$ cat config.mk
export PLATFORM = sky130hd
export DESIGN_NAME = bcd_to_bin
export DESIGN_NICKNAME = d
export VERILOG_FILES = /design/src/rtl/bcd_to_bin.sv
export SDC_FILE = /design/constraint.sdc
export NUM_CORES = 1
export LEC_CHECK = 0
export BUFFER_PORTS_ARGS = -buffer_cell sky130_fd_sc_hd__buf_2
export CAP_MARGIN = 5
export CORE_ASPECT_RATIO = 1.25
export CORE_MARGIN = 3
export CORE_UTILIZATION = 57
export DETAILED_ROUTE_END_ITERATION = 7
export PLACE_DENSITY = 0.8
export SLEW_MARGIN = 20
export SYNTH_ARGS = -nofsm -noshare
export SYNTH_HDL_FRONTEND = slang
export SYNTH_SLANG_ARGS = --single-unit
$ cat constraint.sdc
create_clock -name clk -period 1.8 [get_ports clk]
set_clock_uncertainty 0.05 [all_clocks]
set_input_delay 0.36 -clock clk [delete_from_list [all_inputs] [get_ports clk]]
set_output_delay 0.36 -clock clk [all_outputs]
set_load 0.005 [all_outputs]
$ cat src/rtl/bcd_to_bin.sv
// Packed-BCD to binary converter using reverse double-dabble, one bit per clock.
// A start in IDLE latches the operand. A word containing any digit above 9 is
// rejected on the same edge with an err/done pulse. Every other word is
// converted in W shift cycles.
module bcd_to_bin #(
  parameter int DIGITS = 8
) (
  input  logic                  clk,
  input  logic                  rst,
  input  logic                  start,
  input  logic [4*DIGITS-1:0]   bcd_in,
  output logic                  busy,
  output logic                  done,
  output logic                  err,
  output logic [4*DIGITS-1:0]   binary_out
);

  localparam int W  = 4 * DIGITS;
  localparam int CW = $clog2(W + 1);

  // state | meaning
  // IDLE  | waiting for start; done/err pulse cycles are spent here
  // SHIFT | one reverse double-dabble step per clock, W steps in total
  typedef enum logic {IDLE, SHIFT} state_t;

  state_t          state, state_next;
  logic [W-1:0]    bcd_reg, bin_reg;
  logic [CW-1:0]   cnt;
  logic            bad_digit;
  logic            last_shift;
  logic [W-1:0]    bcd_shift, bcd_fix, bin_shift;

  // Flag any non-decimal digit on the operand being offered at start
  always_comb begin
    bad_digit = 1'b0;
    for (int i = 0; i < DIGITS; i++) begin
      if (bcd_in[4*i +: 4] > 4'd9) bad_digit = 1'b1;
    end
  end

  // One shift step: move the BCD LSB into the binary MSB, then pull each digit >= 8 back by 3
  always_comb begin
    bin_shift = {bcd_reg[0], bin_reg[W-1:1]};
    bcd_shift = {1'b0, bcd_reg[W-1:1]};
    bcd_fix   = bcd_shift;
    for (int i = 0; i < DIGITS; i++) begin
      if (bcd_shift[4*i +: 4] >= 4'd8) bcd_fix[4*i +: 4] = bcd_shift[4*i +: 4] - 4'd3;
    end
  end

  assign last_shift = (cnt == CW'(W - 1));

  // State register and datapath; done is a registered one-cycle pulse
  always_ff @(posedge clk) begin
    if (rst) begin
      state      <= IDLE;
      done       <= 1'b0;
      err        <= 1'b0;
      binary_out <= '0;
      bcd_reg    <= '0;
      bin_reg    <= '0;
      cnt        <= '0;
    end else begin
      state <= state_next;
      done  <= 1'b0;
      case (state)
        IDLE: begin
          if (start) begin
            bcd_reg <= bcd_in;
            bin_reg <= '0;
            cnt     <= '0;
            if (bad_digit) begin
              done       <= 1'b1;
              err        <= 1'b1;
              binary_out <= '0;
            end else begin
              err <= 1'b0;
            end
          end
        end
        SHIFT: begin
          bcd_reg <= bcd_fix;
          bin_reg <= bin_shift;
          cnt     <= cnt + CW'(1);
          if (last_shift) begin
            binary_out <= bin_shift;
            done       <= 1'b1;
          end
        end
        default: ;
      endcase
    end
  end

  // Next-state decode
  always_comb begin
    state_next = state;
    case (state)
      IDLE:    if (start && !bad_digit) state_next = SHIFT;
      SHIFT:   if (last_shift) state_next = IDLE;
      default: state_next = IDLE;
    endcase
  end

  // Busy is exactly the SHIFT phase
  always_comb begin
    busy = (state == SHIFT);
  end

endmodule

== Yosys cells after proc, flatten, opt, wreduce, memory -nomap -nowiden ==
Index checks and enable logic that the tools add are counted.

* Bits of input ports: 35
* Output and inout port bits: 35
* Logic and storage cells: 71
* Bits in registers: 105

* $add $sub $neg: 8
* Reduce and logical (&&, ||, !) cells: 4
* Eq/ne operators: 4
* Muxes and demuxes: 32
* Order comparisons: 15
* Bitwise gates (word level): 1

{| class="wikitable"
|+ Operators with widths
! operator !! count
|-
| one-hot mux 32 bit (2 select lines) || 3
|-
| 2-to-1 mux 32 bit || 5
|-
| greater-than comparator 4 bit (second input constant) || 8
|-
| >= comparator 4 bit (second input constant) || 7
|-
| 2-to-1 mux 4 bit || 7
|-
| subtractor 4 x 2 -> 4 bit (second input constant) || 7
|-
| 2-to-1 mux 1 bit || 13
|-
| one-hot mux 6 bit (2 select lines) || 1
|-
| adder 6 x 1 -> 6 bit (second input constant) || 1
|-
| equality test 6 x 5 -> 1 bit (second input constant) || 1
|-
| 2-to-1 mux 6 bit || 1
|-
| != test 2 bit (second input constant) || 2
|-
| one-hot mux 1 bit (2 select lines) || 2
|-
| AND reduction 3 bit || 1
|-
| != test 2 x 1 -> 1 bit (second input constant) || 1
|-
| AND reduction 2 bit || 1
|-
| logical AND 1 bit || 1
|-
| logical NOT 1 bit || 1
|-
| NOT 1 bit || 1
|}

== Longest topological paths before layout ==
* Depth after elaboration: 13
* Mapped depth: 7
* Depth with buffers taken out: 5

== Worst setup path after synthesis ==
OpenSTA, ideal clock, no wires.

* Path type: reg2reg
* Start: register cnt[0]
* End: register binary_out[8]
* Arrival time: 1.266 ns
* Slack: 0.352 ns
* Cell stages (with the launch flop): 8
* Path through: dfxtp_1 -> ha_1 -> and4_4 -> and2_1 -> buf_6 -> buf_6 -> nand3_1 -> o31ai_2

* Cells in the longest elaborated chain, start to end: 3

{| class="wikitable"
|+ RTL lines
! what !! line !! source
|-
| start: declaration || 28 || <nowiki>logic [CW-1:0] cnt;</nowiki>
|-
| start signal: assignment || 84 || <nowiki>cnt <= cnt + CW'(1);</nowiki>
|-
| equality test 6 x 5 -> 1 bit || 51 || <nowiki>assign last_shift = (cnt == CW'(W - 1));</nowiki>
|-
| != test 2 x 1 -> 1 bit (no line) || -- ||
|-
| AND reduction 3 bit (no line) || -- ||
|-
| end signal: assignment || 86 || <nowiki>binary_out <= bin_shift;</nowiki>
|-
| end: declaration || 15 || <nowiki>output logic [4*DIGITS-1:0] binary_out</nowiki>
|}

No other way between the ends.
A chain may end at the register's enable or synchronous reset.

== Final worst setup path ==
* Start: register state (netlist: busy)
* End: register binary_out[31]

* Cells in the longest elaborated chain, start to end: 3

{| class="wikitable"
|+ RTL lines
! what !! line !! source
|-
| start: declaration || 26 || <nowiki>state_t state, state_next;</nowiki>
|-
| start signal: assignment || 64 || <nowiki>state <= state_next;</nowiki>
|-
| NOT 1 bit || -- ||
|-
| != test 2 bit (no line) || -- ||
|-
| AND reduction 3 bit (no line) || -- ||
|}

Several ways; a longest one is shown, not always the timed one.

==> results.sh <==
export IMPL_place_ws_ns=-0.0834
export IMPL_clock_latency_ns=0.37
export IMPL_rsz0062_at_grt="no"
export IMPL_setup_slack_ns=0.139
export IMPL_ctsLongestPathBuffers=2
export IMPL_wirelength_um=10600
export IMPL_synth_seq_cells=104
export IMPL_slew_violations=0
export IMPL_async_flop_share=0
export IMPL_grt_total_usage=0.227
export IMPL_place_inst=689
export IMPL_antenna_left=0
export IMPL_fin_crit_ns=1.66
export IMPL_min_period_over_period=0.923
export IMPL_yosysMostFrequentCell="dfxtp_1"
export IMPL_area_growth_pct=12.3
export IMPL_synth_top_area_cell="dfxtp_1"
export IMPL_irDropWorstVdd_mv=0.587
export IMPL_cts_buffers=9
export IMPL_p_per_area_nw_per_um2=795
export IMPL_sw_frac_of_total=0.249
export IMPL_post_route_util=0.677
export IMPL_cp_arrival_ns=1.89
export IMPL_fin_cells=706
export IMPL_syn_nets=611
export IMPL_grt_max_degree=55
export IMPL_power_frac_seq=0.555
export IMPL_cts_hold_buffers=0
export IMPL_status="completed"
export IMPL_synth_avg_cell_area_um2=8.62
export IMPL_worstPathRequired_ns=2.03
export IMPL_yosys_warnings=0
export IMPL_antenna_found_initial=0
export IMPL_grt_first_pass_wirelength_um=17500
export IMPL_yosysTopAreaCellShare=0.430
export IMPL_power_share_clock=0.355
export IMPL_root_buffer="clkbuf_8"
export IMPL_wire_per_inst_um=15.0
export IMPL_slew_headroom=0.641
export IMPL_cellInternalPower_mw=3.24
export IMPL_grt_overflow_total=0
export IMPL_initialDrtViolationCount=228
export IMPL_diodes=0
export IMPL_p_sw_mw=1.08
export IMPL_fmax_mhz=602
export IMPL_clock_sinks=104
export IMPL_cts_tree="yes"
export IMPL_setup_violations_final=0
export IMPL_cts_clk_slew_worst_paths_ns=0.10
export IMPL_fp_coreArea_um2=8020
export IMPL_combPwrFrac=0.090
export IMPL_p_leak_nw=2.06
export IMPL_first_global_vias=3864
export IMPL_ys_seq_area_frac=0.430
export IMPL_setup_worst_path_class="flop to flop"
export IMPL_crit_fanout=35
export IMPL_drive_above_1_share=0.185
export IMPL_worstHoldPathType="input pin to flop"
export IMPL_netlist_area_um2=4840
export IMPL_fill_cells=667
export IMPL_tns_ns=0
export IMPL_fp_dieH_um=109
export IMPL_vias=4093
export IMPL_start_util=0.603
export IMPL_hold_violations=0
export IMPL_fp_dieW_um=88.4
export IMPL_power_total_mw=4.32
export IMPL_final_area_um2=5430
export IMPL_placed_area_um2=5190
export IMPL_io_buffers=69
export IMPL_fin_nets=656
export IMPL_synth_common_cells="104 x dfxtp_1, 69 x nor2_1, 48 x a21oi_1, 44 x a211oi_1, 34 x nand2_1"
export IMPL_die_area_um2=9640
export IMPL_row_count=36
export IMPL_htree_levels=3
export IMPL_viasPerCell=5.80
export IMPL_critPathCaptureType="flop"
export IMPL_ys_top_cells_by_area="dfxtp_1 43%, a211oi_1 6.8%, nor2_1 5.4%, a21oi_1 5.0%, nor3b_1 5.0%"
export IMPL_startpoint_type="flop"
export IMPL_ioPinCount=70
export IMPL_fin_hold_ws_ns=0.207
export IMPL_drc=0
export IMPL_drv_cap=0
export IMPL_dr_pass1_iters=5
export IMPL_synthCells=561
export IMPL_synthDistinctLibCells=34
export IMPL_synth_flop_cell="dfxtp_1"
export IMPL_gp_congestion=0.776
export IMPL_max_slew_worst_pin_slew_ns=0.537
export IMPL_synth_edf_count=0
export IMPL_place_hpwl_um=6910
-- routing by layer --
layer  global-route usage  wire length (um)  vias to the layer above
met5                    0                 0                        -
met4               0.0907               208                        0
met3               0.0469               646                       20
met2                0.370              5090                      137
met1                0.291              4610                     1880
li1                     -                 -                     2056
-- cell usage in the layout (no fill, tap or decap), types with 2 or more instances in the layout --
| cell type | Yosys | layout |
|---|---|---|
| a31oi_1 | 2 | 2 |
| buf_12 | 0 | 4 |
| clkbuf_8 | 0 | 9 |
| ha_1 | 15 | 15 |
| clkinv_2 | 0 | 2 |
| buf_2 | 20 | 68 |
| o21ai_0 | 6 | 6 |
| buf_4 | 3 | 10 |
| nand2_1 | 34 | 34 |
| a211oi_1 | 44 | 44 |
| inv_1 | 21 | 21 |
| o31ai_2 | 3 | 3 |
| nor2b_1 | 13 | 12 |
| a21oi_1 | 48 | 48 |
| buf_6 | 7 | 2 |
| and4_4 | 3 | 3 |
| o21ai_1 | 8 | 8 |
| o31ai_1 | 28 | 28 |
| nand3_1 | 33 | 33 |
| mux2i_1 | 12 | 12 |
| nor3b_1 | 32 | 32 |
| nand4_1 | 2 | 2 |
| dfxtp_1 | 104 | 103 |
| xnor2_1 | 15 | 15 |
| a21oi_4 | 1 | 2 |
| nor2_1 | 69 | 69 |
| a311oi_1 | 6 | 6 |
| nor3_1 | 4 | 4 |
-- area by class of cell --
type | instances | area, um2 | share of cell area
timing repair buffer | 84 | 518 | 0.0954
tap | 95 | 119 | 0.0219
inverter | 21 | 78.8 | 0.0145
sequential | 104 | 2090 | 0.384
clock buffer | 10 | 149 | 0.0274
multi-input combinational | 386 | 2420 | 0.445
clock inverter | 6 | 65.1 | 0.0120
-- cells by family (layout without fill, tap and decap cells) --
| logic type | count (synthesis) | in the layout | share of synthesized area |
|---|---|---|---|
| AO/OA/AOI/OAI | 148 | 149 | 0.204 |
| adder cells (fa/ha/maj) | 15 | 15 | 0.0388 |
| buffers and inverters | 72 | 121 | 0.0742 |
| AND/OR/NAND/NOR | 195 | 195 | 0.201 |
| XOR/XNOR | 15 | 15 | 0.0272 |
| flip-flops | 104 | 104 | 0.430 |
| multiplexers | 12 | 12 | 0.0248 |
-- critical path, stage by stage, from the launching register on --
cell and delay, ns:
dfxtp_4 0.49, buf_6 0.28, nor2b_2 0.18, buf_4 0.32
nand3_1 0.16, o31ai_1 0.09
-- power groups by stage --
| stage | combinational, mW | sequential, mW | clock [mW] |
|---|---|---|---|
| after global placement | 0.362 | 2.45 | 0 |
| after detailed placement | 0.376 | 2.45 | 0 |
| after CTS | 0.379 | 2.40 | 1.57 |
| after global routing | 0.432 | 2.41 | 1.67 |
| final | 0.388 | 2.40 | 1.53 |
| after floorplan | 0.272 | 2.44 | 0 |
-- what timing repair did --
item,4_1_cts,5_1_grt
resized for setup,0,3
buffers inserted,0,0
endpoints found under the setup margin,0,32
-- worst paths after layout --
| check | start | to | slack (ns) | cells past startpoint |
|---|---|---|---|---|
| setup / recovery | busy | binary_out[31] | 0.14 | 5 |
| hold / removal | bcd_in[15] | bcd_reg[15] | 0.21 | 3 |
| setup reg to reg | busy | binary_out[31] | 0.14 | 5 |
| hold reg to reg | binary_out[14] | binary_out[14] | 0.40 | 2 |
No activity file was read; power rests on OpenSTA's default activity.
